`config.mk`:
```
export PLATFORM = sky130hd
export DESIGN_NAME = div_unit_flat
export DESIGN_NICKNAME = d
export VERILOG_FILES = /design/src/rtl/div_if.sv /design/src/rtl/div_unit.sv /design/src/flat_wrapper.sv
export SDC_FILE = /design/constraint.sdc
export NUM_CORES = 1
export LEC_CHECK = 0
export CAP_MARGIN = 20
export CORE_MARGIN = 2
export CORE_UTILIZATION = 25
export DETAILED_ROUTE_END_ITERATION = 6
export PLACE_DENSITY = 0.43
export SKIP_CTS_REPAIR_TIMING = 1
export SLEW_MARGIN = 20
export SYNTH_ARGS = -nofsm -noshare
export SYNTH_HDL_FRONTEND = slang
export SYNTH_SLANG_ARGS = --single-unit
```
`constraint.sdc`:
```
create_clock -name clk -period 3.55 [get_ports clk]
set_input_delay 0.355 -clock clk [delete_from_list [all_inputs] [get_ports clk]]
set_output_delay 0.355 -clock clk [all_outputs]
set_load 0.02 [all_outputs]
```
`src/rtl/div_if.sv`:
```
// Request/response bundle between the EX stage (master) and the divider (slave).
// Signal names keep the divider's own view: _i flows into div_unit, _o flows out.
//   signed_div_i  1 = signed divide (DIV), 0 = unsigned (DIVU)
//   opdata1_i     dividend
//   opdata2_i     divisor
//   start_i       request, held high until ready_o has been seen
//   annul_i       flush of an in-flight divide
//   result_o      {remainder, quotient}
//   ready_o       result valid
interface div_if #(
    parameter int unsigned DATA_W = 32
) ();
    logic                  signed_div_i;
    logic [DATA_W-1:0]     opdata1_i;
    logic [DATA_W-1:0]     opdata2_i;
    logic                  start_i;
    logic                  annul_i;
    logic [2*DATA_W-1:0]   result_o;
    logic                  ready_o;

    modport master (
        output signed_div_i, opdata1_i, opdata2_i, start_i, annul_i,
        input  result_o, ready_o
    );

    modport slave (
        input  signed_div_i, opdata1_i, opdata2_i, start_i, annul_i,
        output result_o, ready_o
    );
endinterface

```
`src/rtl/div_unit.sv`:
```
// Multi-cycle radix-2 restoring divider for DIV/DIVU in the EX stage.
// One quotient bit per clock; the result is presented as {remainder, quotient}
// with ready_o high until the requester drops start_i.
// Ports:
//   clk   clock, rising edge
//   rst   synchronous active-high reset
//   bus   div_if.slave: signed_div_i, opdata1_i, opdata2_i, start_i, annul_i in;
//         result_o, ready_o out
// Optional build macro DIV_EARLY_OUT_EN: when |dividend| < |divisor| the result
// (quotient 0, remainder = dividend) is produced one edge after the request.
module div_unit #(
    parameter int unsigned DATA_W = 32
) (
    input  logic  clk,
    input  logic  rst,
    div_if.slave  bus
);

    localparam int unsigned CntW = $clog2(DATA_W + 1);

    typedef enum logic [1:0] {StFree, StByZero, StOn, StEnd} state_e;

    state_e              state_q, state_d;
    logic [CntW-1:0]     cnt_q;
    logic [DATA_W-1:0]   dividend_q;   // shifts left; quotient bits fill in from the LSB
    logic [DATA_W-1:0]   divisor_q;
    logic [DATA_W-1:0]   rem_q;
    logic                neg_quot_q;
    logic                neg_rem_q;
    logic [2*DATA_W-1:0] result_q;

    logic                accept;
    logic                div_zero;
    logic                early_out;
    logic                iter_done;
    logic [DATA_W-1:0]   abs_a;
    logic [DATA_W-1:0]   abs_b;
    logic [DATA_W:0]     shifted;
    logic [DATA_W:0]     trial;
    logic                qbit;
    logic [DATA_W-1:0]   rem_next;
    logic [DATA_W-1:0]   quot_fix;
    logic [DATA_W-1:0]   rem_fix;

    assign accept    = bus.start_i && !bus.annul_i;
    assign div_zero  = (bus.opdata2_i == '0);
    assign iter_done = (cnt_q == CntW'(DATA_W));

    assign abs_a = (bus.signed_div_i && bus.opdata1_i[DATA_W-1]) ? -bus.opdata1_i : bus.opdata1_i;
    assign abs_b = (bus.signed_div_i && bus.opdata2_i[DATA_W-1]) ? -bus.opdata2_i : bus.opdata2_i;

`ifdef DIV_EARLY_OUT_EN
    assign early_out = (abs_a < abs_b);
`else
    assign early_out = 1'b0;
`endif

    // Partial remainder carries one extra bit: 2*rem can exceed DATA_W bits when
    // the divisor is large, and the trial subtraction must see that bit.
    assign shifted  = {rem_q, dividend_q[DATA_W-1]};
    assign trial    = shifted - {1'b0, divisor_q};
    assign qbit     = (shifted >= {1'b0, divisor_q});
    assign rem_next = qbit ? trial[DATA_W-1:0] : shifted[DATA_W-1:0];

    assign quot_fix = neg_quot_q ? -dividend_q : dividend_q;
    assign rem_fix  = neg_rem_q ? -rem_q : rem_q;

    // State register
    always_ff @(posedge clk) begin
        if (rst) begin
            state_q <= StFree;
        end else begin
            state_q <= state_d;
        end
    end

    // Next-state logic
    always_comb begin
        state_d = state_q;
        unique case (state_q)
            StFree: begin
                if (accept) begin
                    if (div_zero) begin
                        state_d = StByZero;
                    end else if (early_out) begin
                        state_d = StEnd;
                    end else begin
                        state_d = StOn;
                    end
                end
            end
            StByZero: state_d = StEnd;
            StOn: begin
                if (bus.annul_i) begin
                    state_d = StFree;
                end else if (iter_done) begin
                    state_d = StEnd;
                end
            end
            StEnd: begin
                if (!bus.start_i) begin
                    state_d = StFree;
                end
            end
            default: state_d = StFree;
        endcase
    end

    // Outputs
    always_comb begin
        bus.ready_o  = (state_q == StEnd);
        bus.result_o = (state_q == StEnd) ? result_q : '0;
    end

    // Datapath
    always_ff @(posedge clk) begin
        if (rst) begin
            cnt_q      <= '0;
            dividend_q <= '0;
            divisor_q  <= '0;
            rem_q      <= '0;
            neg_quot_q <= 1'b0;
            neg_rem_q  <= 1'b0;
            result_q   <= '0;
        end else begin
            unique case (state_q)
                StFree: begin
                    if (accept) begin
                        if (div_zero) begin
                            result_q <= '0;
                        end else if (early_out) begin
                            result_q <= {bus.opdata1_i, {DATA_W{1'b0}}};
                        end else begin
                            dividend_q <= abs_a;
                            divisor_q  <= abs_b;
                            rem_q      <= '0;
                            cnt_q      <= '0;
                            neg_quot_q <= bus.signed_div_i &&
                                          (bus.opdata1_i[DATA_W-1] ^ bus.opdata2_i[DATA_W-1]);
                            neg_rem_q  <= bus.signed_div_i && bus.opdata1_i[DATA_W-1];
                        end
                    end
                end
                StByZero: result_q <= '0;
                StOn: begin
                    if (!bus.annul_i) begin
                        if (!iter_done) begin
                            rem_q      <= rem_next;
                            dividend_q <= {dividend_q[DATA_W-2:0], qbit};
                            cnt_q      <= cnt_q + 1'b1;
                        end else begin
                            result_q <= {rem_fix, quot_fix};
                        end
                    end
                end
                default: ;
            endcase
        end
    end

endmodule
```
`src/flat_wrapper.sv`:
```
// flat-port wrapper written by rule: the top's interface ports become plain ports
module div_unit_flat 
#(
    parameter int unsigned DATA_W = 32
)
  (clk, rst, bus_signed_div_i, bus_opdata1_i, bus_opdata2_i, bus_start_i, bus_annul_i, bus_result_o, bus_ready_o);
  div_if #(.DATA_W(DATA_W)) bus_i ();
  input  logic clk;
  input  logic rst;
  input wire logic [$bits(bus_i.signed_div_i)-1:0] bus_signed_div_i;
  input wire logic [$bits(bus_i.opdata1_i)-1:0] bus_opdata1_i;
  input wire logic [$bits(bus_i.opdata2_i)-1:0] bus_opdata2_i;
  input wire logic [$bits(bus_i.start_i)-1:0] bus_start_i;
  input wire logic [$bits(bus_i.annul_i)-1:0] bus_annul_i;
  output wire logic [$bits(bus_i.result_o)-1:0] bus_result_o;
  output wire logic [$bits(bus_i.ready_o)-1:0] bus_ready_o;
  assign bus_i.signed_div_i = bus_signed_div_i;
  assign bus_i.opdata1_i = bus_opdata1_i;
  assign bus_i.opdata2_i = bus_opdata2_i;
  assign bus_i.start_i = bus_start_i;
  assign bus_i.annul_i = bus_annul_i;
  assign bus_result_o = bus_i.result_o;
  assign bus_ready_o = bus_i.ready_o;
  div_unit #(.DATA_W(DATA_W)) u_core (.clk(clk), .rst(rst), .bus(bus_i));
endmodule
```
[Yosys cells after proc, flatten, opt, wreduce, memory -nomap -nowiden]
Cells that the tools add are included.
W data, S select, Z words.
Word-level totals
  flip-flop bits (word level): 170
Cells by class
  add/sub/neg operators: 6
  magnitude comparators: 1
  eq/ne operators: 12
  multiplexer cells: 32
  bitwise operators: 2
  reductions and logical operators: 13
Operator list (count)
  $mux W32: 13
  $mux W64: 5
  $pmux W64 S3: 1
  $neg A32 Y32: 4
  $pmux W32 S2: 2
  $ge A33 B32 Y1: 1
  $logic_not A32 Y1: 1
  $sub A32 B32 Y32: 1
  $mux W6: 4
  $pmux W6 S2: 1
  $mux W2: 5
  $reduce_and A5 Y1: 2
  $ne A2 B2 Y1 const B: 4
  $pmux W2 S4: 1
  $add A6 B1 Y6 const B: 1
  $eq A6 B6 Y1 const B: 1
  $ne A2 B1 Y1 const B: 3
  $reduce_and A3 Y1: 2
  $eq A2 B2 Y1 const B: 2
  $logic_and A1 B1 Y1: 4
  $ne A3 B2 Y1 const B: 1
  $reduce_bool A3 Y1: 1
  $eq A2 B1 Y1 const B: 1
  $logic_not A2 Y1: 1
  4 further kinds: 4

[Longest topological paths before layout]
  depth in word-level cells: 5
  gate-level depth with buffers: 14
  mapped depth without buffers: 13

[Worst setup path after synthesis]
No wires, ideal clock.
  path type: register -> register
  from: reg u_core.rem_q[3]
  to: reg u_core.rem_q[10]
  library setup time: 0.128 ns
  arrival: 3.037 ns
  data required time: 3.422 ns
  path slack: 0.385 ns
  cell stages (with the launch flop): 13
  clock period less this slack: 3.165 ns
  path through: dfxtp_1 ha_1 a21o_1 a31oi_1 a31oi_1 o211ai_1 nand2_1 a41oi_1 and2_1 clkbuf_1 buf_1 mux2i_1 o21ai_0
Between the ends
  word-level cells in the longest chain between the ends: 5
  elaborated cells between the ends (all ways): 6
  those cells by class: 1 x add/sub; 1 x order compare; 4 x mux
Ends and longest elaborated chain
  start: declaration: RTL line div_unit.sv:27  | logic [DATA_W-1:0] rem_q;
  start signal: assignment: RTL line div_unit.sv:148  | rem_q <= rem_next;
  $sub A32 B32 Y32 or $ge A33 B32 Y1 (tied branches): RTL line div_unit.sv:61, div_unit.sv:62
  $mux W32 (*): RTL line div_unit.sv:63  | assign rem_next = qbit ? trial[DATA_W-1:0] : shifted[DATA_W-1:0];
  $mux W32 (*): RTL line div_unit.sv:147  | if (!iter_done) begin
  $mux W32 (*): RTL line div_unit.sv:146  | if (!bus.annul_i) begin
  $pmux W32 S2 (*): RTL line div_unit.sv:126  | unique case (state_q)
Every way passes the cells marked *; elsewhere a longest branch is shown, timed or not. The select of a mux whose other input is x is not followed.
A chain may end at the register's enable or synchronous reset.

[Worst setup path after layout]
  from: reg u_core.dividend_q[6]
  to: reg u_core.result_q[25]
Between the ends
  word-level cells in the longest chain between the ends: 5
Ends and longest elaborated chain
  start: declaration: RTL line div_unit.sv:25  | logic [DATA_W-1:0] dividend_q;
  start signal: assignment: RTL line div_unit.sv:134  | dividend_q <= abs_a;
  start signal: assignment: RTL line div_unit.sv:149  | dividend_q <= {dividend_q[DATA_W-2:0], qbit};
  $neg A32 Y32: RTL line div_unit.sv:65  | assign quot_fix = neg_quot_q ? -dividend_q : dividend_q;
  $mux W32: RTL line div_unit.sv:65
  $mux W64: RTL line div_unit.sv:147
  $mux W64: RTL line div_unit.sv:146
  $pmux W64 S3: RTL line div_unit.sv:126
  end signal: assignment: RTL line div_unit.sv:132  | result_q <= {bus.opdata1_i, {DATA_W{1'b0}}};
  end signal: assignment: RTL line div_unit.sv:152  | result_q <= {rem_fix, quot_fix};
  end: declaration: RTL line div_unit.sv:30  | logic [2*DATA_W-1:0] result_q;
Every way passes these cells. The select of a mux whose other input is x is not followed.

==> metrics <==
status finished, final reports clean; Remaining Overflow, GRT 0; leakage ~5.6 nW; vias in the first global route 9715; Slew HR 30.4%; Clock Skew approximately 11 ps; final setup fails 0; detail-routed via count per cell just under 5; # port buffers around 130; Hold Path Class register to register; placed wire-length estimate 27100 um; Synth Register Bits 170; initial antenna violation count 0; initial core utilization between 20% and 30%; Req. time, crit path about 3900 ps; Worst VDD drop around 0.00023 V; switching power share of the total 29.3%; Routability Congestion 0.799; total track usage 15.5%; Die ar. roughly 0.046 mm^2; Skew-Pair Late Insertion Delay around 450 ps; CP bufs+invs 0; final hold vios 0; crit start category register; worst slew pin tran ~1000 ps; Design Power approximately 4.8 mW; top-count cell post-synth dfxtp_1; Distinct cells, synth 60; worst setup margin a little under 300 ps; max-slew violations 0; Seq pwr share around 42%; post-synth top area share 30.9%; number of max-cap violations 0; Commonest cells post-synth 170 x dfxtp_1, 167 x nor2_1, 103 x nand2_1; layout cell share with drive strength beyond 1 between 6 and 7%; P per Cell Area ~340 mW/mm^2; drt initial violations about 640; Tmin final roughly 3300 ps; slowest stage delay, CP approximately 570 ps; Post-synth EDFFs 0; Critical Path AT between 3000 and 4000 ps; Synthesized Nets 1528; die height between 200 and 250 um; Syn Inst Count 1420; P_int 3.36 mW; ANT cells 0; crit share post-route 91.8%; dpl cells between 2k and 2.5k; CTS tree done; FP Rows 76; Mapped Area approximately 0.011 mm^2; setup TNS 0 ps; RSZ-0062 raised after global routing no; Worst-path clk slew ~70 ps; Bufs on Longest Clock Path 2; biggest area consumer among synthesized cells dfxtp_1; DRT Pass-1 Iters 5; area grow syn2layout 26.1%; CP delay by family, top simple AND/OR/NAND/NOR gates; Clk pwr share around 40%; crit path capture type register; Place WS roughly 120 ps; async set or reset register ratio after synthesis 0%; Max Fclk roughly 0.31 GHz; cell mode on critical path or3_1; crit-path cells or4_4 > or3_1 > or3_1 > or2_1 > or3_1 > or3_4 > o31ai_4 > xnor2_1 > a22o_1; net switching power roughly 1.4 mW; largest net degree at the start of global routing roughly 70; DR WL/cell 16.5 um; Most used DFF post-synth dfxtp_1; vias 10.4k; Critical Path Fanout Max 7; post-synthesis sequential area ratio between 30% and 40%; Gate power share a little under a fifth; critical path class register to register; Finished Core Util between 30% and 40%; Final nets ~1.6k; final WL ~35000 um; H-tree Lvls 4; total CTS buffers 17; fin cells about 2.1k; Syn. warnings 0; Die W approximately 210 um; IO Pins 134; core area 0.0433 mm^2; first-pass GRT wire length around 55000 um; Syn Area/Cell between 7 and 8 um^2; Critical-path top delay cell or4_4; CTS root buf clkbuf_16; DRC viols 0; Routed Antenna Nets 0; top area cells in the synthesized netlist dfxtp_1 31%, xnor2_1 6.8%, nor2_1 5.7%; clock sinks 170
==> per-stage QoR <==
stage	cell area (um^2)	hold slack [ps]
after floorplan	11000	428
after global placement	13300	437
after detailed placement	13300	445
after CTS	13900	454
after global routing	13900	475
final	13900	453
==> registers in the layout, indices dropped and copies added, names as in the netlist <==
register / count
u_core.divisor_q: 32
u_core.result_q: 64
u_core.dividend_q: 32
u_core.cnt_q: 6
u_core.neg_rem_q: 1
u_core.state_q: 2
u_core.rem_q: 32
u_core.neg_quot_q: 1
==> cells in the final DEF, fill, tap and decap left out, drive strengths merged, types with 7 or more instances in the layout <==
master / instances
nand2b: 11
o21ai: 63
a21oi: 95
nor4: 12
a221oi: 23
buf: 59
and2: 7
or4: 9
nor2b: 7
a31oi: 9
o211ai: 7
a22oi: 22
inv: 64
nand2: 103
mux2i: 21
nor3: 50
and3: 69
ha: 38
a22o: 29
clkdlybuf4s50: 132
xor2: 66
or3: 19
nand3: 23
a32oi: 7
a211oi: 38
o41ai: 11
clkbuf: 21
dfxtp: 170
xnor2: 85
nor2: 167
nand4: 12
o31ai: 30
a21o: 16
==> layout make-up <==
class / count / area, um^2
fillers: 4607 / 29400
multi-input cells: 1094 / 7050
flip-flops and latches: 170 / 3410
repair buffers: 191 / 1890
well taps: 585 / 732
clock buffers: 21 / 470
inverters: 60 / 225
clock inverters: 11 / 111
==> metal layers <==
metal	global-route usage, %	routed length, um	up-vias
met5	0	0	-
met4	3.59	391	0
met3	2.30	1300	22
met2	22.6	14700	194
met1	23.6	18800	4873
li1	-	-	5313
==> power groups by stage <==
stage | clock network [mW] | logic (mW) | registers, mW
2_1_floorplan | 0 | 0.568 | 2.03
3_3_place_gp | 0 | 0.882 | 2.05
3_5_place_dp | 0 | 0.883 | 2.05
4_1_cts | 1.92 | 0.887 | 2.00
5_1_grt | 2.02 | 0.977 | 2.01
6_report | 1.87 | 0.880 | 2.00
==> worst min-delay path: cells and delay by family, from the launching register on <==
| kind | cells | cell delay [ps] |
|---|---|---|
| and+or+nand+nor | 1 | 50 |
| AOI/OAI and AO/OA | 1 | 50 |
| DFF | 1 | 310 |
==> worst paths after layout <==
kind,to,cells after the start,start,slack (ps)
setup / recovery,u_core.result_q[25]$_SDFFE_PP0P_,9,u_core.dividend_q[6]$_SDFFE_PP0P_,290
hold / removal,u_core.result_q[32]$_SDFFE_PP0P_,2,u_core.result_q[32]$_SDFFE_PP0P_,450
setup reg to reg,u_core.result_q[25]$_SDFFE_PP0P_,9,u_core.dividend_q[6]$_SDFFE_PP0P_,290
hold reg to reg,u_core.result_q[32]$_SDFFE_PP0P_,2,u_core.result_q[32]$_SDFFE_PP0P_,450
==> cell families after synthesis <==
kind of cell | share of synthesized area [%]
AO/OA/AOI/OAI | 23.2
XOR/XNOR | 12.0
adder cells (fa/ha/maj) | 4.50
buffers and inverters | 5.36
flip-flops | 30.9
multiplexers | 1.91
AND/OR/NAND/NOR | 22.1
Power figures use the tool's default switching activity.
